<file path="src/rtl/rider_steer_en_if.sv">
// Load-cell inputs and steering status outputs of the rider-detect / steer-enable block.
// master drives the load readings; slave (the detector) drives the status flags.
interface rider_steer_en_if;
  logic [11:0] lft_ld;
  logic [11:0] rght_ld;
  logic        en_steer;
  logic        rider_off;

  modport master (
    output lft_ld,
    output rght_ld,
    input  en_steer,
    input  rider_off
  );

  modport slave (
    input  lft_ld,
    input  rght_ld,
    output en_steer,
    output rider_off
  );
endinterface

</file>
<file path="src/rtl/rider_steer_en.sv">
// Rider presence and balance detector: steering is enabled only after the rider
// has stood on the platform, reasonably balanced, for a full balance-timer period.
module rider_steer_en #(
  parameter bit          FAST_SIM      = 1'b0,
  parameter logic [11:0] MIN_RIDER_WT  = 12'h200,
  parameter logic [11:0] WT_HYSTERESIS = 12'h040
) (
  input logic             clk,
  input logic             rst,
  rider_steer_en_if.slave bus
);

  localparam logic [25:0] TMR_MAX  = FAST_SIM ? 26'h0007FFF : 26'h3FFFFFF;
  localparam logic [12:0] ENTER_WT = {1'b0, MIN_RIDER_WT};
  localparam logic [12:0] LEAVE_WT = {1'b0, MIN_RIDER_WT} - {1'b0, WT_HYSTERESIS};

  typedef enum logic [1:0] {
    IDLE  = 2'd0,
    WAIT  = 2'd1,
    STEER = 2'd2
  } state_t;

  state_t      state_reg, state_next;
  logic [25:0] timer_reg, timer_next;
  logic        en_steer_reg;
  logic        rider_off_reg;

  logic [12:0] sum;
  logic [11:0] diff;
  logic        sum_gt_min;
  logic        sum_lt_min;
  logic        diff_gt_1_4;
  logic        diff_gt_15_16;

  // Full 13-bit sum so two near-full-scale cells cannot wrap below a threshold.
  always_comb begin
    sum           = {1'b0, bus.lft_ld} + {1'b0, bus.rght_ld};
    diff          = (bus.lft_ld >= bus.rght_ld) ? (bus.lft_ld - bus.rght_ld)
                                                : (bus.rght_ld - bus.lft_ld);
    sum_gt_min    = sum > ENTER_WT;
    sum_lt_min    = sum < LEAVE_WT;
    diff_gt_1_4   = {1'b0, diff} > (sum >> 2);
    diff_gt_15_16 = {1'b0, diff} > (sum - (sum >> 4));
  end

  always_ff @(posedge clk) begin
    if (rst) begin
      state_reg     <= IDLE;
      timer_reg     <= '0;
      rider_off_reg <= 1'b1;
      en_steer_reg  <= 1'b0;
    end else begin
      state_reg     <= state_next;
      timer_reg     <= timer_next;
      rider_off_reg <= (state_next == IDLE);
      en_steer_reg  <= (state_next == STEER);
    end
  end

  // Weight loss is tested first in every state so stepping off always beats imbalance.
  always_comb begin
    state_next = state_reg;
    timer_next = timer_reg;
    case (state_reg)
      IDLE: begin
        if (sum_gt_min) begin
          state_next = WAIT;
          timer_next = '0;
        end
      end
      WAIT: begin
        if (sum_lt_min) begin
          state_next = IDLE;
        end else if (diff_gt_1_4) begin
          timer_next = '0;
        end else if (timer_reg == TMR_MAX) begin
          state_next = STEER;
        end else begin
          timer_next = timer_reg + 26'd1;
        end
      end
      STEER: begin
        if (sum_lt_min) begin
          state_next = IDLE;
        end else if (diff_gt_15_16) begin
          state_next = WAIT;
          timer_next = '0;
        end
      end
      default: begin
        state_next = IDLE;
        timer_next = '0;
      end
    endcase
  end

  assign bus.en_steer  = en_steer_reg;
  assign bus.rider_off = rider_off_reg;

endmodule

</file>
<file path="src/flat_wrapper.sv">
// flat-port wrapper written by rule: the top's interface ports become plain ports
module rider_steer_en_flat 
#(
  parameter bit          FAST_SIM      = 1'b0,
  parameter logic [11:0] MIN_RIDER_WT  = 12'h200,
  parameter logic [11:0] WT_HYSTERESIS = 12'h040
)
  (clk, rst, bus_lft_ld, bus_rght_ld, bus_en_steer, bus_rider_off);
  rider_steer_en_if bus_i ();
  input logic clk;
  input logic rst;
  input wire logic [$bits(bus_i.lft_ld)-1:0] bus_lft_ld;
  input wire logic [$bits(bus_i.rght_ld)-1:0] bus_rght_ld;
  output wire logic [$bits(bus_i.en_steer)-1:0] bus_en_steer;
  output wire logic [$bits(bus_i.rider_off)-1:0] bus_rider_off;
  assign bus_i.lft_ld = bus_lft_ld;
  assign bus_i.rght_ld = bus_rght_ld;
  assign bus_en_steer = bus_i.en_steer;
  assign bus_rider_off = bus_i.rider_off;
  rider_steer_en #(.FAST_SIM(FAST_SIM), .MIN_RIDER_WT(MIN_RIDER_WT), .WT_HYSTERESIS(WT_HYSTERESIS)) u_core (.clk(clk), .rst(rst), .bus(bus_i));
endmodule
</file>
<file path="config.mk">
export PLATFORM = sky130hd
export DESIGN_NAME = rider_steer_en_flat
export DESIGN_NICKNAME = d
export VERILOG_FILES = /design/src/rtl/rider_steer_en_if.sv /design/src/rtl/rider_steer_en.sv /design/src/flat_wrapper.sv
export SDC_FILE = /design/constraint.sdc
export NUM_CORES = 1
export LEC_CHECK = 0
export CORE_MARGIN = 3
export CORE_UTILIZATION = 30
export CTS_CLUSTER_DIAMETER = 200
export DETAILED_ROUTE_END_ITERATION = 10
export DONT_BUFFER_PORTS = 1
export PLACE_DENSITY_LB_ADDON = 0.3
export SYNTH_ARGS = -nofsm -noshare
export SYNTH_HDL_FRONTEND = slang
export SYNTH_SLANG_ARGS = --single-unit
</file>
<file path="constraint.sdc">
create_clock -name clk -period 7.02 [get_ports clk]
set_input_delay 0.702 -clock clk [delete_from_list [all_inputs] [get_ports clk]]
set_output_delay 0.702 -clock clk [all_outputs]
set_load 0.01 [all_outputs]
</file>
==> results.yml, run 1 <==
run_status:
  status: "finished, final reports clean"
clocking:
  htreeDepth: 2
  cts_tree: "yes"
  holdBufCountCts: 0
  clk_pin_slew_ns: 0.05
  numCtsBuffers: 5
  clock_latency_ns: 0.28
  clockBufferDepth: 2
  post_cts_buffers: 0
  cts_sinks: 30
  cts.repair.resized: 0
  cts_root_buf: "clkbuf_16"
critical_path:
  crit_type: "in -> reg"
  arrival_ns: 6.41
  cp_max_fo: 24
  required_ns: 7.18
  cp-end-kind: "flop"
  crit_path_start_kind: "input pin"
place:
  dpl.hpwl_um: 10700
  placed_cell_area_um2: 5200
  portBuffers: 0
  gp_congestion: 0.881
floorplan:
  dieWidth_um: 135
  start_util_pct: 31.1
  fp.dieArea_um2: 18300
  io_pins: 28
  core_area_um2: 16100
  die_y_um: 135
  rows: 46
route:
  vias_per_cell: 5.41
  postRouteAntennaNets: 0
  first_iter_violations: 383
  wl_um: 13400
  wire_per_inst_um: 15.5
  dr.pass1.iters: 4
  drc: 0
  vias: 4680
sta:
  min_period_ns: 6.25
  setup_viol: 0
  final_max_slew_viol_count: 0
  final-hold-violation-count: 0
  fin_skew_ns: 0.00331
  rsz0062_at_grt: "no"
  tightestPinTransition_ns: 0.945
  min_period_over_period_pct: 89.1
  max_slew_margin_pct: 36.9
  setup_tns_ns: 0
  fmax_ghz: 0.160
logic_synthesis:
  synth_top_area_share_pct: 16.2
  ys_warn_count: 0
  synth_area_per_cell_um2: 7.64
  synth_common_cells: "65 x ha_1, 52 x nand2_1, 50 x a21oi_1, 49 x nand3_1, 45 x inv_1"
  yosys.area.top_type: "ha_1"
  netlist_area_um2: 5020
  synth_cell_type_count: 91
  syn_nets: 752
  synth_top_cells_by_area: "ha_1 16%, dfxtp_1 12%, a21oi_1 5.0%, nand3_1 4.9%, nand2_1 3.9%"
  yosysMostFrequentCell: "ha_1"
  ys_ff_latch: 30
  synth_flop_cell: "dfxtp_1"
  synth_edf_count: 0
  syn_inst: 657
  ys_seq_area_share_pct: 12.0
  async_flop_share_pct: 0
global_route:
  grt.overflow.total: 0
  grt_pass1_vias: 4222
  grt_usage_pct: 14.5
  grt_pass1_wl_um: 22000
  grt_max_degree: 25
  antenna_found_initial: 0
hold_path:
  hp-class: "reg -> reg"
cells_and_area:
  post_route_cells_drive_above_1_share_pct: 8.47
  final_area_um2: 5330
  n_antenna_cell: 0
  area_growth_pct: 6.16
  nets: 744
  largest_reg_flops: 26
job:
  max_cap_viol_count: 0
power_and_ir_drop:
  power.density_nw_per_um2: 209
  total_leakage_power_nw: 2.13
  ir_drop_mv: 0.0720
-- cell type report --
cell class,instances,area (um2)
Fill cell,1739,10800
Multi-Input combinational cell,555,4080
Sequential cell,30,601
Tap cell,216,270
Inverter,49,189
Clock buffer,7,133
Timing Repair Buffer,8,60.1
-- logic make-up (layout without fill, tap and decap cells) --
| family | Yosys count | after routing | share of synthesized area (%) |
|---|---|---|---|
| AO/OA/AOI/OAI | 205 | 205 | 29.7 |
| XOR/XNOR | 30 | 30 | 6.36 |
| adder cells (fa/ha/maj) | 69 | 69 | 17.8 |
| buffers and inverters | 72 | 64 | 6.88 |
| flip-flops | 30 | 30 | 12.0 |
| multiplexers | 10 | 10 | 2.09 |
| AND/OR/NAND/NOR | 241 | 241 | 25.2 |
-- metal layers --
metal | up-vias | routed length [um] | global-route usage [%]
li1 | 2414 | - | -
met1 | 2172 | 6980 | 22.2
met2 | 86 | 5820 | 22.3
met3 | 8 | 509 | 1.63
met4 | 0 | 88 | 2.02
met5 | - | 0 | 0
-- where the power goes --
| part | total (mW) | internal (mW) | switching, mW | leakage (nW) |
|---|---|---|---|---|
| Clock | 0.203 | 0.129 | 0.0735 | 0.0640 |
| Sequential | 0.182 | 0.176 | 0.00607 | 0.242 |
| Combinational | 0.728 | 0.299 | 0.429 | 1.83 |
-- path summary, 6_finish.rpt --
| kind | start | to | slack (ns) | cells past startpoint |
|---|---|---|---|---|
| max reg2reg | u_core.timer_reg[0] | u_core.timer_reg[5] | 3.32 | 12 |
| min | u_core.timer_reg[21] | u_core.timer_reg[21] | 0.49 | 1 |
| min reg2reg | u_core.timer_reg[21] | u_core.timer_reg[21] | 0.49 | 1 |
| max | bus_rght_ld[0] | u_core.timer_reg[2] | 0.77 | 24 |
-- critical path: stages --
cell and delay (ns):
ha_1 0.18, inv_1 0.07, fa_1 0.43, o21bai_4 0.16
a21oi_1 0.09, xnor2_1 0.42, inv_1 0.16, ha_1 0.28
fa_1 0.42, o41ai_1 0.58, a31o_1 0.33, a21boi_0 0.16
o21ai_0 0.34, xnor2_1 0.11, ha_1 0.30, nand2_1 0.06
or2_2 0.31, a21o_1 0.18, a21oi_1 0.21, nor2_1 0.09
o31a_1 0.24, buf_4 0.22, o31ai_1 0.26, o21ai_1 0.09
-- cell usage in the layout, fill, tap and decap left out, types with 14 or more instances in the layout --
| cell | synthesis | final |
|---|---|---|
| ha_1 | 65 | 65 |
| nand2_1 | 52 | 52 |
| a21oi_1 | 50 | 50 |
| nand3_1 | 49 | 49 |
| inv_1 | 45 | 45 |
| nor2_1 | 40 | 39 |
| dfxtp_1 | 30 | 30 |
| o21ai_1 | 22 | 22 |
| o211ai_1 | 20 | 20 |
| xnor2_1 | 18 | 18 |
| a21o_1 | 17 | 17 |
| o21ai_0 | 14 | 14 |
-- through the flow --
step / std cells / setup WS (ns) / util, % / hold slack (ns) / power [mW]
2_1_floorplan: 657 / 1.28 / - / 0.452 / 0.762
5_1_grt: 865 / 0.220 / 33.1 / 0.502 / 1.21
6_report: 865 / 0.766 / 33.1 / 0.490 / 1.11
3_3_place_gp: 858 / 0.594 / 32.2 / 0.480 / 0.914
4_1_cts: 865 / 0.698 / 33.1 / 0.494 / 1.12
3_5_place_dp: 858 / 0.451 / 32.2 / 0.484 / 0.909
Power figures use the tool's default switching activity.
==> run 2: changes to the inputs <==
Settings changed: RECOVER_POWER from default to 100.
==> run 2 against run 1 <==
Global-route usage stayed put. Critical path type unchanged. Final area is 0.38% lower. Critical path depth stayed put. Highest routed layer unchanged. Combinational power hardly changed.
==> results.yml, run 2 (synthesis results as in run 1) <==
run_status:
  status: "finished, final reports clean"
sta:
  hold_ws_ns: 0.487
  setup_tns_ns: 0
  fmax_ghz: 0.157
  min_period_ns: 6.38
  final-hold-violation-count: 0
  setup_viol: 0
  rsz0062_at_grt: "no"
  max_slew_margin_pct: 38.8
  final_max_slew_viol_count: 0
  fin_skew_ns: 0.00306
  min_period_over_period_pct: 90.9
  tightestPinTransition_ns: 0.917
global_route:
  grt.overflow.total: 0
  antenna_found_initial: 0
  grt_pass1_vias: 4222
  grt_max_degree: 25
  grt_usage_pct: 14.5
  grt_pass1_wl_um: 22000
clocking:
  post_cts_buffers: 0
  htreeDepth: 2
  cts_tree: "yes"
  clock_latency_ns: 0.28
  clk_pin_slew_ns: 0.05
  holdBufCountCts: 0
  cts_root_buf: "clkbuf_16"
  cts_sinks: 30
  clockBufferDepth: 2
  numCtsBuffers: 5
  cts.repair.resized: 0
critical_path:
  cp-end-kind: "flop"
  reg2regPathDepth: 12
  required_ns: 7.18
  arrival_ns: 6.54
  crit_family: "compound AO/OA/AOI/OAI gates"
  worstPathCellList: "ha_1 > inv_1 > fa_1 > o21bai_1 > a21oi_1 > xnor2_1 > inv_1 > ha_1 > fa_1 > o41ai_1 > a31o_1 > a21boi_0 > o21ai_0 > xnor2_1 > ha_1 > nand2_1 > or2_2 > a21o_1 > a21oi_1 > nor2_1 > o31a_1 > buf_4 > o31ai_1 > o21ai_1"
  cp_slowest_cell: "o41ai_1"
  crit_path_start_kind: "input pin"
  cp_max_fo: 24
  r2r_start: "u_core.timer_reg[0]"
  worst-path-stages: 24
  path_common_cell: "ha_1"
  cp.buffers_inverters: 3
  slowest_delay_ns: 0.59
  critPathLaunch: "bus_rght_ld[0]"
  crit_type: "in -> reg"
floorplan:
  dieWidth_um: 135
  io_pins: 28
  core_area_um2: 16100
  die_y_um: 135
  fp.dieArea_um2: 18300
  rows: 46
  start_util_pct: 31.1
cells_and_area:
  largest_reg_flops: 26
  final_cell_mix: "65 x ha_1, 52 x nand2_1, 51 x a21oi_1, 49 x nand3_1, 45 x inv_1"
  stdcell_count: 865
  fillCellCount: 1743
  final_area_um2: 5310
  area_growth_pct: 5.76
  n_antenna_cell: 0
  post_route_cells_drive_above_1_share_pct: 8.01
  final_util_pct: 32.9
  nets: 744
  final_common_cell: "ha_1"
  multiInputGateArea_um2: 4060
  seqCellArea_um2: 601
route:
  wl_um: 13400
  postRouteAntennaNets: 0
  drc: 0
  vias: 4717
  vias_per_cell: 5.45
  first_iter_violations: 338
  dr.pass1.iters: 5
  wire_per_inst_um: 15.5
power_and_ir_drop:
  power.density_nw_per_um2: 209
  ir_drop_mv: 0.0716
  total_leakage_power_nw: 2.13
hold_path:
  hp-class: "reg -> reg"
  min_path_cells: 1
  worstHoldStart: "u_core.timer_reg[21]"
place:
  portBuffers: 0
  dpl.hpwl_um: 10700
  placed_cell_area_um2: 5200
  dp_cells: 858
  gp_congestion: 0.881
job:
  max_cap_viol_count: 0
-- run 2: path summary, 6_finish.rpt --
check	end	slack [ns]
min	u_core.timer_reg[21]	0.49
max reg2reg	u_core.timer_reg[5]	3.45
max	u_core.timer_reg[2]	0.64
min reg2reg	u_core.timer_reg[21]	0.49
-- run 2: per-layer routing --
| layer | share of wire [%] | global-route usage [%] | routed length [um] | up-vias |
|---|---|---|---|---|
| met4 | 0.62 | 2.02 | 83 | 0 |
| met5 | 0 | 0 | 0 | - |
| met2 | 44 | 22.3 | 5870 | 101 |
| met1 | 51 | 22.2 | 6840 | 2193 |
| li1 | - | - | - | 2415 |
| met3 | 4.7 | 1.63 | 632 | 8 |
-- run 2: per-stage QoR --
step	worst slack, ns	total power, mW
CTS	0.698	1.12
global placement	0.594	0.914
detailed placement	0.451	0.909
floorplan	1.28	0.762
global route	0.131	1.21
finish	0.639	1.11
-- run 2: cell type report --
class	instances	share of cell area, %
multi-input combinational	555	76.4
clock buffer	7	2.50
sequential	30	11.3
timing repair buffer	8	1.13
tap	216	5.09
inverter	49	3.56
-- run 2: report_power, final --
group | switching [mW] | internal [mW] | total (mW)
sequential | 0.00601 | 0.176 | 0.182
clock | 0.0727 | 0.129 | 0.202
combinational | 0.427 | 0.298 | 0.725
